$ cat config.mk
export PLATFORM = sky130hd
export DESIGN_NAME = instr_queue_flat
export DESIGN_NICKNAME = d
export VERILOG_FILES = /design/src/rtl/instr_queue_if.sv /design/src/rtl/instr_queue.sv /design/src/flat_wrapper.sv
export SDC_FILE = /design/constraint.sdc
export NUM_CORES = 2
export LEC_CHECK = 0
export CAP_MARGIN = 5
export CELL_PAD_IN_SITES_DETAIL_PLACEMENT = 0
export CELL_PAD_IN_SITES_GLOBAL_PLACEMENT = 1
export CORE_ASPECT_RATIO = 1.4
export CORE_UTILIZATION = 45
export DETAILED_ROUTE_END_ITERATION = 12
export GPL_TIMING_DRIVEN = 1
export PLACE_DENSITY_LB_ADDON = 0.1
export SLEW_MARGIN = 20
export SYNTH_ARGS = -nofsm -noshare
export SYNTH_HDL_FRONTEND = slang
export SYNTH_SLANG_ARGS = --single-unit
$ cat constraint.sdc
create_clock -name clk_i -period 12.71 [get_ports clk_i]
set_input_delay 1.9065 -clock clk_i [delete_from_list [all_inputs] [get_ports clk_i]]
set_output_delay 1.9065 -clock clk_i [all_outputs]
set_load 0.02 [all_outputs]
$ cat src/rtl/instr_queue_if.sv
// instr_queue_if: fetch-to-decode handshake bundle for instr_queue.
// slave = queue side; master = re-aligner/decode side driving it.
interface instr_queue_if #(
  parameter int unsigned INSTR_PER_FETCH = 4,
  parameter int unsigned DEPTH           = 8,
  parameter int unsigned ADDR_WIDTH      = 64
);
  logic                                  flush_i;
  logic [INSTR_PER_FETCH-1:0]            valid_i;
  logic [INSTR_PER_FETCH-1:0][31:0]      instr_i;
  logic [INSTR_PER_FETCH-1:0][ADDR_WIDTH-1:0] addr_i;
  logic                                  ready_o;
  logic                                  valid_o;
  logic [31:0]                           instr_o;
  logic [ADDR_WIDTH-1:0]                 addr_o;
  logic                                  is_compressed_o;
  logic                                  ready_i;
  logic [$clog2(DEPTH):0]                count_o;

  modport slave (
    input  flush_i, valid_i, instr_i, addr_i, ready_i,
    output ready_o, valid_o, instr_o, addr_o,
           is_compressed_o, count_o
  );

  modport master (
    output flush_i, valid_i, instr_i, addr_i, ready_i,
    input  ready_o, valid_o, instr_o, addr_o,
           is_compressed_o, count_o
  );
endinterface

$ cat src/rtl/instr_queue.sv
// instr_queue: compacting fetch FIFO, sparse multi-slot push, 1/cycle pop.
// Ports: clk_i, rst_i (sync, active-high), q (instr_queue_if.slave).
// Optional INSTR_QUEUE_BYPASS_EN: same-cycle head bypass when empty.
module instr_queue #(
  parameter int unsigned INSTR_PER_FETCH = 4,
  parameter int unsigned DEPTH           = 8,
  parameter int unsigned ADDR_WIDTH      = 64
) (
  input  logic         clk_i,
  input  logic         rst_i,
  instr_queue_if.slave q
);
  localparam int unsigned PW = $clog2(DEPTH);
  localparam int unsigned CW = PW + 1;
  localparam logic [CW-1:0] DEPTH_C = CW'(DEPTH);
  localparam logic [CW-1:0] IPF_C   = CW'(INSTR_PER_FETCH);

  logic [31:0]           instr_mem [DEPTH];
  logic [ADDR_WIDTH-1:0] addr_mem  [DEPTH];

  logic [PW-1:0] rd_ptr;
  logic [PW-1:0] wr_ptr;
  logic [CW-1:0] count;

  logic [CW-1:0] npush;
  logic [CW-1:0] nwr;
  logic [PW-1:0] slot_off [INSTR_PER_FETCH];
  logic [PW-1:0] wr_idx   [INSTR_PER_FETCH];
  logic [INSTR_PER_FETCH-1:0] wr_en;
  logic [INSTR_PER_FETCH-1:0] skip;
  logic ready;
  logic push;
  logic pop;
  logic byp_take;

  // Slot s lands at wr_ptr + (number of valid slots below s).
  always_comb begin
    npush = '0;
    for (int s = 0; s < INSTR_PER_FETCH; s++) begin
      slot_off[s] = npush[PW-1:0];
      npush = npush + CW'(q.valid_i[s]);
    end
  end

  // Credit comes from the registered count only.
  assign ready = (DEPTH_C - count) >= IPF_C;
  assign push  = ready && (|q.valid_i) && !q.flush_i;
  assign pop   = (count != '0) && q.ready_i && !q.flush_i;

`ifdef INSTR_QUEUE_BYPASS_EN
  localparam int unsigned LW =
    (INSTR_PER_FETCH > 1) ? $clog2(INSTR_PER_FETCH) : 1;

  logic [LW-1:0] low;
  logic          byp;

  always_comb begin
    low = '0;
    for (int s = INSTR_PER_FETCH - 1; s >= 0; s--)
      if (q.valid_i[s]) low = LW'(s);
  end

  // push already excludes flush, so a flush kills the bypass.
  assign byp      = push && (count == '0);
  assign byp_take = byp && q.ready_i;

  always_comb begin
    skip = '0;
    if (byp_take) skip[low] = 1'b1;
  end

  assign q.valid_o = (count != '0) || byp;
  assign q.instr_o = byp ? q.instr_i[low] : instr_mem[rd_ptr];
  assign q.addr_o  = byp ? q.addr_i[low]  : addr_mem[rd_ptr];
`else
  assign byp_take  = 1'b0;
  assign skip      = '0;
  assign q.valid_o = (count != '0);
  assign q.instr_o = instr_mem[rd_ptr];
  assign q.addr_o  = addr_mem[rd_ptr];
`endif

  // A bypassed slot is always the lowest, so the rest shift down by one.
  always_comb begin
    for (int s = 0; s < INSTR_PER_FETCH; s++) begin
      wr_en[s]  = push && q.valid_i[s] && !skip[s];
      wr_idx[s] = wr_ptr + slot_off[s] - PW'(byp_take);
    end
  end

  assign nwr = push ? (npush - CW'(byp_take)) : '0;

  assign q.ready_o         = ready;
  assign q.count_o         = count;
  assign q.is_compressed_o = (q.instr_o[1:0] != 2'b11);

  always_ff @(posedge clk_i) begin
    if (rst_i) begin
      rd_ptr <= '0;
      wr_ptr <= '0;
      count  <= '0;
    end else if (q.flush_i) begin
      rd_ptr <= '0;
      wr_ptr <= '0;
      count  <= '0;
    end else begin
      if (pop) rd_ptr <= rd_ptr + PW'(1);
      wr_ptr <= wr_ptr + nwr[PW-1:0];
      count  <= count + nwr - CW'(pop);
    end
  end

  always_ff @(posedge clk_i) begin
    for (int s = 0; s < INSTR_PER_FETCH; s++) begin
      if (wr_en[s]) begin
        instr_mem[wr_idx[s]] <= q.instr_i[s];
        addr_mem[wr_idx[s]]  <= q.addr_i[s];
      end
    end
  end

`ifndef SYNTHESIS
  always_ff @(posedge clk_i)
    if (!rst_i) assert (count <= DEPTH_C);
`endif

endmodule

$ cat src/flat_wrapper.sv
// flat-port wrapper written by rule: the top's interface ports become plain ports
module instr_queue_flat 
#(
  parameter int unsigned INSTR_PER_FETCH = 4,
  parameter int unsigned DEPTH           = 8,
  parameter int unsigned ADDR_WIDTH      = 64
)
  (clk_i, rst_i, q_flush_i, q_valid_i, q_instr_i, q_addr_i, q_ready_i, q_ready_o, q_valid_o, q_instr_o, q_addr_o, q_is_compressed_o, q_count_o);
  instr_queue_if #(.INSTR_PER_FETCH(INSTR_PER_FETCH), .DEPTH(DEPTH), .ADDR_WIDTH(ADDR_WIDTH)) q_i ();
  input  logic clk_i;
  input  logic rst_i;
  input wire logic [$bits(q_i.flush_i)-1:0] q_flush_i;
  input wire logic [$bits(q_i.valid_i)-1:0] q_valid_i;
  input wire logic [$bits(q_i.instr_i)-1:0] q_instr_i;
  input wire logic [$bits(q_i.addr_i)-1:0] q_addr_i;
  input wire logic [$bits(q_i.ready_i)-1:0] q_ready_i;
  output wire logic [$bits(q_i.ready_o)-1:0] q_ready_o;
  output wire logic [$bits(q_i.valid_o)-1:0] q_valid_o;
  output wire logic [$bits(q_i.instr_o)-1:0] q_instr_o;
  output wire logic [$bits(q_i.addr_o)-1:0] q_addr_o;
  output wire logic [$bits(q_i.is_compressed_o)-1:0] q_is_compressed_o;
  output wire logic [$bits(q_i.count_o)-1:0] q_count_o;
  assign q_i.flush_i = q_flush_i;
  assign q_i.valid_i = q_valid_i;
  assign q_i.instr_i = q_instr_i;
  assign q_i.addr_i = q_addr_i;
  assign q_i.ready_i = q_ready_i;
  assign q_ready_o = q_i.ready_o;
  assign q_valid_o = q_i.valid_o;
  assign q_instr_o = q_i.instr_o;
  assign q_addr_o = q_i.addr_o;
  assign q_is_compressed_o = q_i.is_compressed_o;
  assign q_count_o = q_i.count_o;
  instr_queue #(.INSTR_PER_FETCH(INSTR_PER_FETCH), .DEPTH(DEPTH), .ADDR_WIDTH(ADDR_WIDTH)) u_core (.clk_i(clk_i), .rst_i(rst_i), .q(q_i));
endmodule
==> results.toml <==
[status]
outcome = "finished clean"

[global_routing]
grt_pass1_wl_um = 401800
antenna_found_initial = 24
overflow = 0
grt_usage_pct = 43.23
grt_pass1_vias = 55520
grt_max_degree = 209

[clock_tree]
clk_path_buf_depth = 3
cts_tree = "built"
path_clk_slew_ns = 0.06
cts_resized = 0
clk_latency_ns = 0.72
hold_buffers = 0
htreeDepth = 3
numCtsBuffers = 88
numClockSinks = 781
post_cts_buffers = 0
cts_root_buf = "clkbuf_16"

[timing]
hold_viol = 0
finalSetupViolations = 0
whs_ns = 0.5430
tns_ns = 0
finClkSkew_ns = 0.02278
max_freq_ghz = 0.1353
worst_pin_slew_ns = 1.304
finalMaxSlewViolations = 0
final.period_utilization_pct = 58.15
rsz0062_at_grt = "false"
maxSlewHeadroom_pct = 13.09
fin_crit_ns = 7.391

[synthesis]
ys_top_cells_by_area = "edfxtp_1 (40%), mux2_2 (11%), mux4_2 (7.6%), nor2_1 (5.1%), a221oi_1 (4.4%)"
syn_area_um2 = 57250
synth_cell_types = 57
synth.largest_area_cell = "edfxtp_1"
ys_top_cells_by_count = "nor2_1 (779), edfxtp_1 (768), mux2_2 (575), clkbuf_1 (504), o21ai_0 (480)"
synth_seq_area_share_pct = 40.74
synth.most_common_cell = "nor2_1"
netlist_instances = 5835
synthArstFlopShare_pct = 0
synth_edf_count = 768
syn_nets = 6250
ys.flop_type = "edfxtp_1"
syn_avg_cell_area_um2 = 9.812
ys_warn_count = 0
ys_ff_latch = 781
synth_top_area_share_pct = 40.28

[setup_path]
endpoint = "u_core.addr_mem[1][59]"
ff2ff_path_depth = 9
cp-end-kind = "flop"
cp_slowest_cell = "and2_4"
reg2reg_from = "u_core.q.count_o[3]"
slowest_delay_ns = 0.91
crit_family = "buffers and inverters"
r2r_end = "u_core.instr_mem[3][12]"
critical_path_depth = 11
startpoint = "q_valid_i[2]"
arrival_ns = 7.80
worstPathCellList = "clkdlybuf4s50_1, fa_1, ha_1, fa_1, xor2_1, xnor2_1, nor2b_4, buf_4, and2_4, buf_4, o31ai_1"
startpoint_type = "primary input"
crit_fanout = 54
critical_path_class = "in -> reg"
required_ns = 13.12
rrSetupSlack_ns = 6.75
crit_buf_inv = 3

[power_and_ir_drop]
p_sw_w = 0.003869
seqPwrFrac_pct = 34.3
p_total_w = 0.009921
ir_drop_v = 0.0001172
p_leak_nw = 19.83
pwr-share-clk_pct = 27.0
combPwrFrac_pct = 38.8
intPower_w = 0.006052
cellPowerDensity_nw_per_um2 = 152.1
swShare_pct = 39.00

[run]
maxCapViolCount = 0

[place]
gp_congestion = 0.8472
port_buffers = 494
dpl.hpwl_um = 148000
place_area_um2 = 62370

[die]
die_width_um = 303.5
die_area_um2 = 128700
start_util_pct = 45.43
core_area_um2 = 126000
io_pins = 495
die_h_um = 424.0
rows = 154

[routing]
routed_wl_um = 285400
drtPass1Iterations = 7
drtAntennaViolNets = 0
wl_per_cell_um = 38.14
post_drt_via_cell_ratio = 7.596
via_count = 56840
drc = 0
drt_iter0_markers = 8997

[final_layout]
fin_area_um2 = 65230
area_delta_synth_final_pct = 13.94
layout-drive-gt1-share_pct = 18.93
finalNetCount = 6175
fillCellCount = 11290

[hold_path]
worst_hold_path_type = "reg -> reg"
min-delay-start = "u_core.rd_ptr[2]"
tightest hold or removal path: stages (launching register included):
cell	delay, ns
dfxtp_1	0.32
xor2_1	0.07
nor2_1	0.11
sequential cells by signal, indices dropped and copies added, names as in the netlist, named ones only:
signal / flops
u_core.wr_ptr: 3
u_core.instr_mem: 256
u_core.addr_mem: 512
u_core.q.count_o: 4
u_core.rd_ptr: 3
final cells by class:
type,instances,area (um2),share of cell area (%)
Antenna cell,17,42.54,0.06522
Clock buffer,112,2344,3.593
Clock inverter,45,470.5,0.7212
Inverter,22,90.09,0.1381
Multi-Input combinational cell,4251,30930,47.42
Sequential cell,781,23340,35.78
Tap cell,1638,2049,3.142
Timing Repair Buffer,616,5964,9.144
per-layer routing:
layer	vias to the layer above	wire, um	global-route usage, %
li1	22550	-	-
met1	27790	99770	53.96
met2	5161	128600	66.65
met3	1304	37110	10.33
met4	26	19700	27.78
met5	-	172	0
how the worst min path moves through the flow:
stage | slack, ns | endpoint | depth (start not counted)
after global routing | 0.57 | flop | 2
after detailed placement | 0.53 | flop | 2
after floorplan | 0.48 | flop | 2
after global placement | 0.51 | flop | 2
after CTS | 0.54 | flop | 2
final | 0.54 | u_core.rd_ptr[2] | 2
kinds of logic after synthesis:
logic type / after synthesis / synth area share (%)
multiplexers: 768 / 18.88
adder cells (fa/ha/maj): 23 / 0.5813
XOR/XNOR: 13 / 0.1989
flip-flops: 781 / 40.74
buffers and inverters: 803 / 5.995
AO/OA/AOI/OAI: 1941 / 22.71
AND/OR/NAND/NOR: 1506 / 10.90
per-stage QoR:
stage	util [%]	cells	setup slack (ns)
finish	51.76	7482	5.319
global route	51.74	7469	5.309
CTS	51.73	7465	5.556
detailed placement	49.49	7308	4.805
global placement	49.49	7308	4.958
floorplan	-	5835	4.081
power by group through the flow:
stage               Clock [W]  Sequential (W)  Combinational [W]
finish                0.00268         0.00340            0.00384
global placement            0         0.00344            0.00366
floorplan                   0         0.00343            0.00213
CTS                   0.00267         0.00339            0.00370
global route          0.00276         0.00341            0.00392
detailed placement          0         0.00344            0.00369
layout by cell type, fill, tap and decap left out, drive strengths merged, types with 19 or more instances in the layout:
cell,count
a211oi,87
a21oi,371
a221oi,288
a31oi,288
buf,122
clkbuf,112
clkdlybuf4s50,494
clkinv,31
edfxtp,768
inv,23
mux2,575
mux4,192
nand2,362
nand3,303
nand4,19
nor2,779
o2111a,97
o21ai,482
o31ai,289
No activity file was read; power rests on OpenSTA's default activity.
